File: src/rtl/di_bus_master.sv
// di_bus_master: host-side initiator of the di_* device-interface bus.
// Turns a command handshake plus write/read word streams into di_* register
// transfers towards one terminal. Reports a status word per transfer and
// aborts transfers that stall for too long.
module di_bus_master #(
    parameter int          LEN_W          = 16,
    parameter bit          INC_ADDR       = 1'b1,
    parameter int          TIMEOUT        = 1024,
    parameter logic [15:0] TIMEOUT_STATUS = 16'hFFFE
) (
    input  logic             ifclk,
    input  logic             resetb,

    input  logic             cmd_valid,
    output logic             cmd_ready,
    input  logic             cmd_write,
    input  logic [15:0]      cmd_term,
    input  logic [31:0]      cmd_addr,
    input  logic [LEN_W-1:0] cmd_len,

    input  logic [31:0]      wr_data,
    input  logic             wr_valid,
    output logic             wr_ready,

    output logic [31:0]      rd_data,
    output logic             rd_valid,
    input  logic             rd_ready,

    output logic             busy,
    output logic             done,
    output logic [15:0]      done_status,

    output logic [15:0]      di_term_addr,
    output logic [31:0]      di_reg_addr,
    output logic [31:0]      di_len,
    output logic             di_read_mode,
    output logic             di_read_req,
    output logic             di_read,
    output logic             di_write_mode,
    output logic             di_write,
    output logic [31:0]      di_reg_datai,
    input  logic             di_read_rdy,
    input  logic             di_write_rdy,
    input  logic [31:0]      di_reg_datao,
    input  logic [15:0]      di_transfer_status
);

    localparam int CNT_W = $clog2(TIMEOUT + 1);

    typedef enum logic [2:0] {
        S_IDLE,
        S_SETUP,
        S_WR,
        S_RD_REQ,
        S_RD_WAIT,
        S_DONE
    } state_t;

    state_t           state;
    state_t           state_next;

    logic             xfer_write;
    logic [LEN_W-1:0] words_left;
    logic [CNT_W-1:0] wait_cnt;

    logic             accept;
    logic             wr_hs;
    logic             rd_issue;
    logic             strobe;
    logic             last_strobe;
    logic             waiting;
    logic             timeout_hit;

    assign cmd_ready = (state == S_IDLE);
    assign busy      = (state != S_IDLE);
    // A word is only taken when the previous strobe has finished, which
    // limits the write word rate to one every two cycles.
    assign wr_ready  = (state == S_WR) && di_write_rdy && !di_write
                       && (words_left != '0);

    // Derive the per-cycle transfer events from state and handshakes
    always_comb begin
        accept      = cmd_valid && (state == S_IDLE);
        wr_hs       = wr_valid && wr_ready;
        rd_issue    = (state == S_RD_WAIT) && di_read_rdy && !rd_valid
                      && !di_read && (words_left != '0);
        strobe      = di_write || di_read;
        last_strobe = strobe && (words_left == '0);
        waiting     = ((state == S_WR) && !wr_hs && !di_write)
                      || ((state == S_RD_WAIT) && !rd_issue && !di_read);
        timeout_hit = waiting && (wait_cnt == CNT_W'(TIMEOUT - 1));
    end

    // State register
    always_ff @(posedge ifclk or negedge resetb) begin
        if (!resetb) begin
            state <= S_IDLE;
        end else begin
            state <= state_next;
        end
    end

    // Next-state selection for the transfer sequence
    always_comb begin
        state_next = state;
        unique case (state)
            S_IDLE: begin
                if (accept) begin
                    state_next = (cmd_len == '0) ? S_DONE : S_SETUP;
                end
            end
            S_SETUP: begin
                state_next = xfer_write ? S_WR : S_RD_REQ;
            end
            S_WR: begin
                if (last_strobe || timeout_hit) begin
                    state_next = S_DONE;
                end
            end
            S_RD_REQ: begin
                state_next = S_RD_WAIT;
            end
            S_RD_WAIT: begin
                if (di_read) begin
                    state_next = (words_left == '0) ? S_DONE : S_RD_REQ;
                end else if (timeout_hit) begin
                    state_next = S_DONE;
                end
            end
            S_DONE: begin
                state_next = S_IDLE;
            end
            default: begin
                state_next = S_IDLE;
            end
        endcase
    end

    // Command latch, word counter and the registered di_* address/length
    always_ff @(posedge ifclk or negedge resetb) begin
        if (!resetb) begin
            xfer_write   <= 1'b0;
            words_left   <= '0;
            di_term_addr <= '0;
            di_reg_addr  <= '0;
            di_len       <= '0;
        end else begin
            if (accept) begin
                xfer_write   <= cmd_write;
                words_left   <= cmd_len;
                di_term_addr <= cmd_term;
                di_reg_addr  <= cmd_addr;
                di_len       <= 32'(cmd_len) << 2;
            end else begin
                if (wr_hs || rd_issue) begin
                    words_left <= words_left - LEN_W'(1);
                end
                if (strobe) begin
                    di_reg_addr <= di_reg_addr + 32'(INC_ADDR);
                end
            end
        end
    end

    // Mode levels, single-cycle strobes and write data register
    always_ff @(posedge ifclk or negedge resetb) begin
        if (!resetb) begin
            di_write_mode <= 1'b0;
            di_read_mode  <= 1'b0;
            di_write      <= 1'b0;
            di_read       <= 1'b0;
            di_read_req   <= 1'b0;
            di_reg_datai  <= '0;
        end else begin
            if (state_next == S_DONE) begin
                di_write_mode <= 1'b0;
                di_read_mode  <= 1'b0;
            end else if ((state == S_IDLE) && (state_next == S_SETUP)) begin
                di_write_mode <= cmd_write;
                di_read_mode  <= !cmd_write;
            end
            di_write    <= wr_hs;
            di_read     <= rd_issue;
            di_read_req <= (state_next == S_RD_REQ);
            if (wr_hs) begin
                di_reg_datai <= wr_data;
            end
        end
    end

    // One-word read buffer; it outlives the transfer until the host drains it
    always_ff @(posedge ifclk or negedge resetb) begin
        if (!resetb) begin
            rd_valid <= 1'b0;
            rd_data  <= '0;
        end else begin
            if (di_read) begin
                rd_valid <= 1'b1;
                rd_data  <= di_reg_datao;
            end else if (rd_valid && rd_ready) begin
                rd_valid <= 1'b0;
            end
        end
    end

    // Stall counter, cleared whenever the transfer makes progress
    always_ff @(posedge ifclk or negedge resetb) begin
        if (!resetb) begin
            wait_cnt <= '0;
        end else if (waiting && !timeout_hit) begin
            wait_cnt <= wait_cnt + CNT_W'(1);
        end else begin
            wait_cnt <= '0;
        end
    end

    // End-of-transfer pulse and status: OK for empty transfers, the responder
    // status from the final strobe, or the abort code after a stall
    always_ff @(posedge ifclk or negedge resetb) begin
        if (!resetb) begin
            done        <= 1'b0;
            done_status <= '0;
        end else begin
            done <= (state_next == S_DONE);
            if (state_next == S_DONE) begin
                if (state == S_IDLE) begin
                    done_status <= '0;
                end else if (last_strobe) begin
                    done_status <= di_transfer_status;
                end else begin
                    done_status <= TIMEOUT_STATUS;
                end
            end
        end
    end

endmodule
File: config.mk
export PLATFORM = sky130hd
export DESIGN_NAME = di_bus_master
export DESIGN_NICKNAME = d
export VERILOG_FILES = /design/src/rtl/di_bus_master.sv
export SDC_FILE = /design/constraint.sdc
export NUM_CORES = 1
export LEC_CHECK = 0
export BUFFER_PORTS_ARGS = -buffer_cell sky130_fd_sc_hd__buf_2
export CORE_ASPECT_RATIO = 0.75
export CORE_MARGIN = 5
export CORE_UTILIZATION = 43
export CTS_CLUSTER_SIZE = 28
export DETAILED_ROUTE_END_ITERATION = 6
export PLACE_DENSITY = 0.72
export SYNTH_ARGS = -nofsm -noshare
export SYNTH_HDL_FRONTEND = slang
export SYNTH_SLANG_ARGS = --single-unit
File: constraint.sdc
create_clock -name ifclk -period 6.58 [get_ports ifclk]
set_input_delay 0.329 -clock ifclk [delete_from_list [all_inputs] [get_ports ifclk]]
set_output_delay 0.329 -clock ifclk [all_outputs]
set_load 0.005 [all_outputs]
* Word level (Yosys, flattened, before mapping)
Cells that the tools add are included.
** Word-level totals
- Logic and storage cells :: 87
- Bits in registers :: 182
- Output and inout port bits :: 170
- Input port bits :: 152
** Operators by class
- $add $sub $neg :: 3
- Muxes and demuxes :: 21
- Equality and inequality tests :: 8
- Reductions and logical operators :: 38
** Operator list (count)
- 16-bit two-way mux :: 4
- 32-bit two-way mux :: 2
- 32-bit by 1-bit adder with 32-bit output (second input constant) :: 1
- 16-bit logical NOT :: 2
- 1-bit logical AND :: 18
- 3-bit two-way mux :: 6
- 16-bit nonzero test :: 1
- 16-bit by 1-bit subtractor with 16-bit output (second input constant) :: 1
- 3-bit case mux with 5 select lines :: 1
- 11-bit by 1-bit adder with 11-bit output (second input constant) :: 1
- 11-bit by 10-bit equality test with 1-bit output (second input constant) :: 1
- 11-bit two-way mux :: 1
- 3-bit by 2-bit equality test with 1-bit output (second input constant) :: 3
- 2-bit nonzero test :: 4
- 1-bit logical NOT :: 7
- 1-bit two-way mux :: 7
- 3-bit by 1-bit equality test with 1-bit output (second input constant) :: 2
- 3-bit equality test (second input constant) :: 2
- 1-bit logical OR :: 4
- 3-bit logical NOT :: 1
- 3-bit nonzero test :: 1

* Logic depth before layout (Yosys ltp)
Gate-level depths: netlist (run 1).
- Depth after elaboration :: 17
- Gate-level depth with buffers :: 11
- Mapped depth without buffers :: 8

* Worst setup path before layout (run 1)
OpenSTA, ideal clock, no wires.
- Kind :: register to register
- Start point :: register words_left[0]
- End point :: register done_status[11]
- Library setup time :: 0.118 ns
- Clock period less this slack :: 3.145 ns
- Setup slack :: 3.435 ns
- Stages on the path, launching flop included :: 12
- Data required time :: 6.462 ns
- Arrival time :: 3.027 ns
- Buffers on the path :: 3
- Cells stage by stage :: dfrtp_1 > inv_1 > ha_1 > or4b_2 > or4_4 > buf_6 > a311oi_4 > o31ai_2 > or2_1 > buf_6 > buf_6 > a21o_1
** On the way
- Cells in the longest elaborated chain, start to end :: 12
- Elaborated cells on any way between the ends :: 23
- Classes of those cells :: eq/ne: 1; mux: 7; reduce/logical: 15
** RTL lines
- start, declared :: line 63 : logic [LEN_W-1:0] words_left;
- start signal, assigned :: line 150 : words_left <= cmd_len;
- start signal, assigned :: line 156 : words_left <= words_left - LEN_W'(1);
- 16-bit nonzero test :: line 79, 86
- 1-bit logical AND :: line 79 : && (words_left != '0);
- 1-bit logical AND :: line 84 : wr_hs = wr_valid && wr_ready;
- 1-bit logical NOT :: line 89 : waiting = ((state == S_WR) && !wr_hs && !di_write)
- 1-bit logical AND (2 in a row) :: line 89
- 1-bit logical OR :: line 90 : || ((state == S_RD_WAIT) && !rd_issue && !di_read);
- 1-bit logical AND :: line 91 : timeout_hit = waiting && (wait_cnt == CNT_W'(TIMEOUT - 1));
- 3-bit two-way mux / 1-bit logical OR (equally long branches) :: line 126, 116
- 3-bit two-way mux (on tied branches) :: line 124, 116
- 3-bit case mux with 5 select lines :: line 106 : unique case (state)
- 3-bit equality test :: line 225 : if (state_next == S_DONE) begin
- end signal, assigned :: line 229 : done_status <= di_transfer_status;
- end, declared :: line 31 : output logic [15:0] done_status,
Several ways; a longest one is shown, not always the timed one.
A chain may end at the register's enable or synchronous reset.

* Worst setup path in the final report (run 1)
- Start point :: register state[2]
- End point :: register done_status[10]
** On the way
- Cells in the longest elaborated chain, start to end :: 14
- Elaborated cells on any way between the ends :: 30
- Classes of those cells :: eq/ne: 5; mux: 6; reduce/logical: 19
** RTL lines
- start, declared :: line 59 : state_t state;
- start signal, assigned :: line 99 : state <= state_next;
- 3-bit by 2-bit equality test with 1-bit output / 3-bit equality test (equally long branches)
- 1-bit logical AND (on tied branches) (2 in a row) :: line 78, 85
- 1-bit logical AND (on tied branches) :: line 79, 86
- 1-bit logical AND (on tied branches) :: line 84, 86
- 1-bit logical NOT (on tied branches) :: line 89, 90
- 1-bit logical AND (on tied branches) (2 in a row) :: line 89, 90
- 1-bit logical OR :: line 90
- 1-bit logical AND :: line 91
- 3-bit two-way mux / 1-bit logical OR (equally long branches) :: line 126, 116
- 3-bit two-way mux (on tied branches) :: line 124, 116
- 3-bit case mux with 5 select lines :: line 106
- 3-bit equality test :: line 225
Several ways; a longest one is shown, not always the timed one.

==> results.md, run 1 <==
* CTS Buf Count at 17
* Synth Warn # at 0
* Status: complete, no violations
* Diode count at 0
* GR Overflow Total at 0
* PortBufs at around 310
* CORE AREA at between 15000 and 20000 µm²
* # clock sinks at 182
* Worst Path Required at a little under 7 ns
* Layout area overhead at 28.7%
* Clock Path Buffers at 2
* Hold_buf cts at 0
* # setup viols final at 0
* RSZ-0062 raised after global routing: no
* Die ar. at approximately 22000 µm²
* Routed WL at 21.5 mm
* Fraction of layout cells with a size suffix above 1 at 0.390
* Relative slew slack at 0.307
* Number of H-tree levels at 4
* # rows at 43
* Largest net degree at the start of global routing at 113
* Ys flop type: dfrtp_1
* Sequential cell area at 4560 µm²
* Async SR Flop Fraction at 1.00
* Die width at 169 µm
* Final net count at 1210
* Post-synthesis sequential area ratio at 0.562
* Hold crit path type: in2async
* Max Fclk at around 250 MHz
* TritonRoute pass-1 iters at 5
* PostCTS Resize Cnt at 0
* Clk root buf: clkbuf_16
* Clk_lat worst skew at between 0.4 and 0.5 ns
* Final period utilization at 0.614
* WL/cell at approximately 16 µm
* Synth Area per Inst at approximately 11 µm²
* Crit start category: flop
* Pleak at 5.19 nW
* Max-Cap Viols at 0
* Initial antenna violation count at 1
* Post-synth EDFFs at 0
* Critical Path End Type: flop
* GR Util All Layers at 0.195
* Worst slew pin tran at approximately 1.0 ns
* Period minus WS final at slightly above 4 ns
* Mapped cell area at 8110 µm²
* Vias at 6550
* DRC Markers at 0
* Critical path peak fanout at 17
* Worst VDD drop at 0.210 mV
* Final Max Tran Viols at 0
* Kind of critical path: reg2reg
* P per Cell Area at around 460 nW/µm²
* Yosys reg bits at ~180
* Number of fillers in the final layout at 1651
* Detailed Place HPWL at 15.6 mm
* Final setup margin at 2.54 ns
* Number of global-route vias before repair at 6474
* Max Clock Skew at about 0.012 ns
* WP data arrival at 4.38 ns
* IO Pins at 322
* Starting density of the core at 0.438
* ANT nets after route at 0
* Die height at around 130 µm
* Via/cell ratio at 4.98
* DR iter-0 viols at 545
* DP Worst Slack at between 2 and 3 ns
* CTS clk-pin slew, worst paths at 0.07 ns
* First-pass GRT wire length at 34.2 mm
* TNS Setup at 0 ns
* Post-Syn Instances at 764
* Final Hold Fails at 0
* Routability congestion estimate from global placement at 0.808
* Area taken by multi-input logic gates at 3260 µm²
* # Post-CTS Setup Buffers at 0
* CTS tree: yes
* Cell variety after synth at 53
## critical path: stages (launching register included)
cell and delay (ns):
dfrtp_1 0.59, or3b_2 0.55, nor4b_1 0.80, a211oi_1 0.25, o31ai_2 0.80, or2_1 0.68
mux2i_1 0.27
## registers in the layout, summed over array words and instances, names as in the netlist, 3 cells and up
signal        flops
words_left       16
di_term_addr     16
rd_data          32
state             3
di_reg_addr      32
di_len           16
wait_cnt         11
di_reg_datai     32
done_status      16
## final timing paths
| check | from | end | slack (ns) | cells after the start |
|---|---|---|---|---|
| setup / recovery | state[2] | done_status[10] | 2.54 | 6 |
| hold / removal | resetb | di_len[16] | 0.02 | 1 |
| setup reg to reg | state[2] | done_status[10] | 2.54 | 6 |
| hold reg to reg | di_term_addr[10] | di_term_addr[10] | 0.47 | 2 |
| max in group asynchronous | resetb | di_read | 5.02 | 2 |
| min in group ifclk | rd_ready | rd_valid | 0.08 | 2 |
## layout by cell type, fill, tap and decap left out, types with 4 or more instances in the layout
cell type and n:
a21o_1 10, and3_1 7, buf_2 304, buf_4 6, bufinv_16 5, clkbuf_16 17
conb_1 16, dfrtp_1 181, inv_1 19, mux2_2 65, mux2i_1 9, nand2_1 151
nand3_1 20, nand4_1 6, nor2_1 41, nor3_1 13, nor3b_1 4, nor4_1 11
o21ai_0 66, or3_1 5, or4_1 5, xnor2_1 31, xor2_1 23
## Yosys cell counts (14+ instances only)
cell type / count / share of area
buf_4: 16 / 0.015
xor2_1: 23 / 0.025
mux2_2: 65 / 0.090
xnor2_1: 31 / 0.033
dfrtp_1: 182 / 0.56
nor3_1: 14 / 0.0086
nor2_1: 41 / 0.019
nand3_1: 20 / 0.012
inv_1: 19 / 0.0088
clkbuf_1: 32 / 0.015
o21ai_0: 66 / 0.041
nand2_1: 151 / 0.070
## cells by family (layout without fill, tap and decap cells)
group                    count (synthesis)  count (layout)  share of synthesized area
AO/OA/AOI/OAI                           99              99                     0.0739
other                                    1              16                   0.000462
XOR/XNOR                                54              54                     0.0583
buffers and inverters                   73             362                     0.0441
adder cells (fa/ha/maj)                  3               3                    0.00463
flip-flops                             182             182                      0.562
AND/OR/NAND/NOR                        278             278                      0.156
multiplexers                            74              74                      0.101
## metrics by stage
step | hold slack, ns | util | std cells | cell area, µm² | total power, mW
final | 0.0157 | 0.564 | 1315 | 10400 | 4.78
after CTS | 0.0658 | 0.564 | 1315 | 10400 | 4.83
after global routing | 0.0727 | 0.564 | 1315 | 10400 | 5.13
after global placement | 0.454 | 0.528 | 1283 | 9780 | 3.61
after detailed placement | 0.456 | 0.528 | 1283 | 9780 | 3.67
after floorplan | 0.0334 | - | 779 | 8170 | 2.88
## report_power, final
part / leakage (nW) / total (mW) / internal (mW) / switching (mW)
Combinational: 2.63 / 1.62 / 0.810 / 0.808
Clock: 0.314 / 1.15 / 0.692 / 0.456
Sequential: 2.25 / 2.02 / 1.63 / 0.391
Total: 5.19 / 4.78 / 3.13 / 1.65
## area by class of cell
class	instances	area share
sequential	182	0.436
multi-input combinational	524	0.313
timing repair buffer	311	0.151
clock buffer	19	0.0424
tap	247	0.0296
clock inverter	13	0.0209
inverter	19	0.00683
## per-layer routing
| layer | track usage | routed length [µm] | vias to the layer above |
|---|---|---|---|
| met2 | 0.295 | 9750 | 240 |
| met3 | 0.0789 | 1940 | 13 |
| met4 | 0.0377 | 173 | 2 |
| li1 | - | - | 3143 |
| met5 | 0 | 13 | - |
| met1 | 0.270 | 9630 | 3152 |
Power figures use the tool's default switching activity.
==> inputs of run 2 (changes only) <==
- PLACE_DENSITY: 0.72 -> 0.75
- clock period: 6.58 -> 3.27 ns (I/O delays scaled with it)
==> run 2 against run 1 <==
Register-to-register slack lost 2.4 ns. Worst hold slack gained 0.0063 ns. Clock-buffer cell count is the same. Non-clock buffer count grew 139. Design area grew 13%. Combinational power grew 120%. Total power grew 100%. Die area is the same. Via count grew 11%.
==> results.md, run 2 (synthesis gave the netlist of run 1 again) <==
* CTS tree: yes
* Detailed Place HPWL at 16.2 mm
* TritonRoute pass-1 iters at 5
* Clk_lat worst skew at 0.43 ns
* First-pass GRT wire length at 40.0 mm
* Die width at 169 µm
* Commonest non-fill, non-tap cell in the layout: buf_2
* Period minus WS final at 3.09 ns
* GR Util All Layers at 0.228
* Critical Path End Type: flop
* Max-Cap Viols at 0
* ANT nets after route at 0
* Reg-to-Reg Start: words_left[0]
* Crit path launch: words_left[0]
* Buf/Inv on CP at 1
* HP Start: cmd_len[9]
* Slowest-stage cell, CP: or4b_2
* DR iter-0 viols at 556
* Final Hold Fails at 0
* Most frequent cells in the layout: buf_2, dfrtp_1, nand2_1
* Initial antenna violation count at 0
* Final Max Tran Viols at 0
* CTS clk-pin slew, worst paths at approximately 0.070 ns
* Die height at 129 µm
* Starting density of the core at 0.438
* Largest regs: di_reg_addr x32, di_reg_datai x32, rd_data x32
* # Post-CTS Setup Buffers at 0
* R2R cell count at 8
* # setup viols final at 0
* Vias at just over 7000
* Relative slew slack at 0.458
* Fraction of layout cells with a size suffix above 1 at 0.355
* Via/cell ratio at around 5
* Number of H-tree levels at 4
* Die ar. at 21700 µm²
* Max Clock Skew at 0.0168 ns
* Hold_ws at about 0.022 ns
* Max Fclk at ~320 MHz
* Clk root buf: clkbuf_16
* WL/cell at 17.0 µm
* Final period utilization at 0.945
* Status: complete, no violations
* Hold crit path type: in2reg
* Setup slack, reg-to-reg at around 0.18 ns
* CTS Buf Count at 17
* Routability congestion estimate from global placement at 0.800
* DRC Markers at 0
* CP top delay family: simple AND/OR/NAND/NOR gates
* Largest net degree at the start of global routing at 113
* CP max stage delay at 0.64 ns
* Worst VDD drop at around 0.44 mV
* CP Cell Sequence: inv_1 -> ha_1 -> or4b_2 -> or4_4 -> a311oi_4 -> nor3_1 -> or2_4 -> a21o_1
* Reg-to-Reg End: done_status[6]
* Worst slew pin tran at roughly 0.81 ns
* IO Pins at 322
* PortBufs at 305
* Hold Path End: di_len[11]
* P per Cell Area at 827 nW/µm²
* Number of global-route vias before repair at between 7000 and 8000
* Clock Path Buffers at 2
* # rows at between 40 and 50
* DP Worst Slack at -0.0282 ns
* Critical path depth at 8
* RSZ-0062 raised after global routing: no
* Kind of critical path: reg2reg
* Critical path peak fanout at 17
* Hold path cells at 3
* Worst Path Required at between 3 and 4 ns
* Final net count at approximately 1300
* Crit start category: flop
* Routed WL at about 25 mm
* Pleak at roughly 5.8 nW
* WP data arrival at around 3.4 ns
* Final setup margin at 0.179 ns
* # clock sinks at 182
* Layout area overhead at 45.4%
* GR Overflow Total at 0
* CORE AREA at 18500 µm²
run 2: power by group:
part           internal [mW]  switching [mW]  leakage (nW)
registers               3.28           0.764          2.25
logic                   1.79            1.78          3.23
clock network           1.20           0.939         0.297
total                   6.26            3.49          5.78
run 2: worst max path at each step:
stage | endpoint | slack [ns]
floorplan | done_status[11] | 0.13
global placement | done_status[5] | 0.03
detailed placement | done_status[6] | -0.03
CTS | done_status[0] | 0.03
global route | done_status[5] | 0.04
finish | done_status[6] | 0.18
run 2: routing by layer:
metal | track usage | vias up | share of wire
met5 | 0 | - | 0
met4 | 0.0821 | 0 | 0.024
met3 | 0.0716 | 48 | 0.085
met2 | 0.375 | 321 | 0.48
met1 | 0.286 | 3467 | 0.41
li1 | - | 3424 | -
run 2: worst reg2reg max path: cells and delay by family (launching register included):
family	cells	cell delay [ns]
and+or+nand+nor	4	1.73
buffers and inverters	1	0.07
DFF	1	0.41
AOI/OAI and AO/OA	2	0.61
adders and majority gates	1	0.15
run 2: final cells by class:
class	count	area [µm²]
clock inverters	13	161
fillers	1404	6710
inverters	19	71.3
repair buffers	450	2970
flip-flops and latches	182	4560
multi-input cells	524	3270
clock buffers	19	453
well taps	247	309
diodes	4	10.0
run 2: metrics by stage:
stage          area [µm²]  power [mW]  setup TNS, ns  utilization  std cells
2_1_floorplan        8170        5.80              0            -        779
3_3_place_gp         9890        7.33              0        0.534       1294
3_5_place_dp         9890        7.46         -0.169        0.534       1294
4_1_cts             11800        9.76              0        0.637       1454
5_1_grt             11800        10.4              0        0.637       1454
6_report            11800        9.75              0        0.637       1458
run 2: timing repair:
action | CTS | global route
endpoints found under the setup margin | 13 | 16
hold buffers | 128 | 0
hold endpoints to repair | 204 | 0
resized for setup | 1 | 1
cloned | 0 | 0
==> inputs of run 3 (changes only) <==
- HOLD_SLACK_MARGIN: not set -> 0.1
==> run 3 against run 2 <==
Largest cell class unchanged. Critical path type unchanged. Utilization is 0.54 points higher. Sequential power is essentially flat. Design area up 0.85%. Global-route usage increased by 0.17 points.
==> results.md, run 3 (synthesis gave the netlist of run 1 again) <==
* Status: complete, no violations
* Pleak at 5.82 nW
* CTS tree: yes
* DRC Markers at 0
* Clk root buf: clkbuf_16
* First-pass GRT wire length at 40.3 mm
* Slowest-stage cell, CP: or4b_2
* Worst slew pin tran at about 0.82 ns
* Relative slew slack at 0.451
* Via/cell ratio at 4.97
* Number of fillers in the final layout at 1382
* TritonRoute pass-1 iters at 5
* WP data arrival at 3.40 ns
* # Post-CTS Setup Buffers at 0
* Period minus WS final at 3.09 ns
* Number of H-tree levels at 4
* PortBufs at 305
* # rows at 43
* IO Pins at around 320
* Kind of critical path: reg2reg
* Most frequent cells in the layout: buf_2, dfrtp_1, nand2_1
* DR iter-0 viols at 464
* P per Cell Area at 822 nW/µm²
* CORE AREA at between 15000 and 20000 µm²
* Final period utilization at 0.943
* RSZ-0062 raised after global routing: no
* Die width at 169 µm
* Final Max Tran Viols at 0
* Hold crit path type: in2reg
* Largest net degree at the start of global routing at ~110
* Die ar. at 21700 µm²
* Layout area overhead at 46.7%
* Power Total at ~10 mW
* Max Fclk at around 320 MHz
* GR Overflow Total at 0
* CTS clk-pin slew, worst paths at ~0.07 ns
* Largest regs: di_reg_addr x32, di_reg_datai x32, rd_data x32
* WL/cell at 17.0 µm
* Fraction of layout cells with a size suffix above 1 at 0.353
* Final core utilization at 0.643
* Clock Path Buffers at 2
* Detailed Place HPWL at 16.2 mm
* # setup viols final at 0
* Number of global-route vias before repair at 7877
* Max Clock Skew at 0.0187 ns
* ANT nets after route at 0
* Initial antenna violation count at 1
* Routability congestion estimate from global placement at roughly 0.80
* # clock sinks at 182
* Worst VDD drop at between 0.4 and 0.5 mV
* Critical path peak fanout at 17
* Final Hold Fails at 0
* CTS Buf Count at 17
* Die height at 129 µm
* Crit start category: flop
* CP max stage delay at approximately 0.64 ns
* Routed WL at 25.0 mm
* Max-Cap Viols at 0
* Clk_lat worst skew at 0.43 ns
* Starting density of the core at 0.438
* Worst Path Required at 3.58 ns
* Commonest non-fill, non-tap cell in the layout: buf_2
* Critical Path End Type: flop
* Setup slack, reg-to-reg at about 0.18 ns
* Vias at 7289
* CP Cell Sequence: inv_1 -> ha_1 -> or4b_2 -> or4_4 -> a311oi_4 -> nor3_1 -> or2_4 -> a21o_1
* Final net count at 1359
* GR Util All Layers at 0.229
[run 3: cell types whose count changed in the layout (fill, tap and decap cells not counted), sizes merged]
cell,previous run,this run
dlygate4sd3,128,138
[run 3: worst max-delay path: cells and delay by family, from the launching register on]
kind                     cells  cell delay (ns)
AND/OR/NAND/NOR              4             1.73
AO/OA/AOI/OAI                2             0.60
flip-flops                   1             0.41
adder cells (fa/ha/maj)      1             0.15
buffers and inverters        1             0.07
[run 3: routing by layer]
| metal | global-route usage | vias up | routed length, µm |
|---|---|---|---|
| met2 | 0.380 | 314 | 12000 |
| met5 | 0 | - | 0 |
| li1 | - | 3451 | - |
| met4 | 0.0830 | 0 | 655 |
| met3 | 0.0713 | 50 | 2080 |
| met1 | 0.287 | 3474 | 10200 |
[run 3: area by class of cell]
class / count / area, µm² / share of cell area
sequential: 182 / 4560 / 0.383
timing repair buffer: 460 / 3070 / 0.258
inverter: 19 / 71.3 / 0.00600
antenna: 4 / 10.0 / 0.000842
multi-input combinational: 524 / 3270 / 0.275
clock buffer: 19 / 453 / 0.0381
clock inverter: 13 / 161 / 0.0136
tap: 247 / 309 / 0.0260
[run 3: timing repair]
item | CTS | global route
endpoints found under the setup margin | 13 | 16
resized for setup | 1 | 1
endpoints found under the hold margin | 223 | 0
hold buffers | 138 | 0
[run 3: final timing paths]
| check | startpoint | endpoint | cells past startpoint |
|---|---|---|---|
| max | words_left[0] | done_status[6] | 8 |
| min | di_transfer_status[0] | done_status[0] | 4 |
| max reg2reg | words_left[0] | done_status[6] | 8 |
| min reg2reg | di_term_addr[15] | di_term_addr[15] | 2 |
| max in group asynchronous | resetb | di_reg_addr[2] | 3 |
| min in group asynchronous | resetb | done_status[14] | 2 |
[run 3: metrics by stage]
stage | cell area [µm²] | worst slack, ns | cells | hold WS (ns) | setup TNS (ns)
after floorplan | 8170 | 0.125 | 779 | -0.132 | 0
after global placement | 9890 | 0.0286 | 1294 | 0.219 | 0
after detailed placement | 9890 | -0.0282 | 1294 | 0.217 | -0.169
after CTS | 11900 | 0.0304 | 1464 | 0.119 | 0
after global routing | 11900 | 0.0426 | 1465 | 0.114 | 0
final | 11900 | 0.185 | 1468 | 0.125 | 0
[run 3: where the power goes]
group          leakage, nW  internal [mW]  total, mW  switching, mW
combinational         3.27           1.80       3.59           1.79
clock                0.297           1.20       2.14          0.941
sequential            2.25           3.28       4.04          0.766
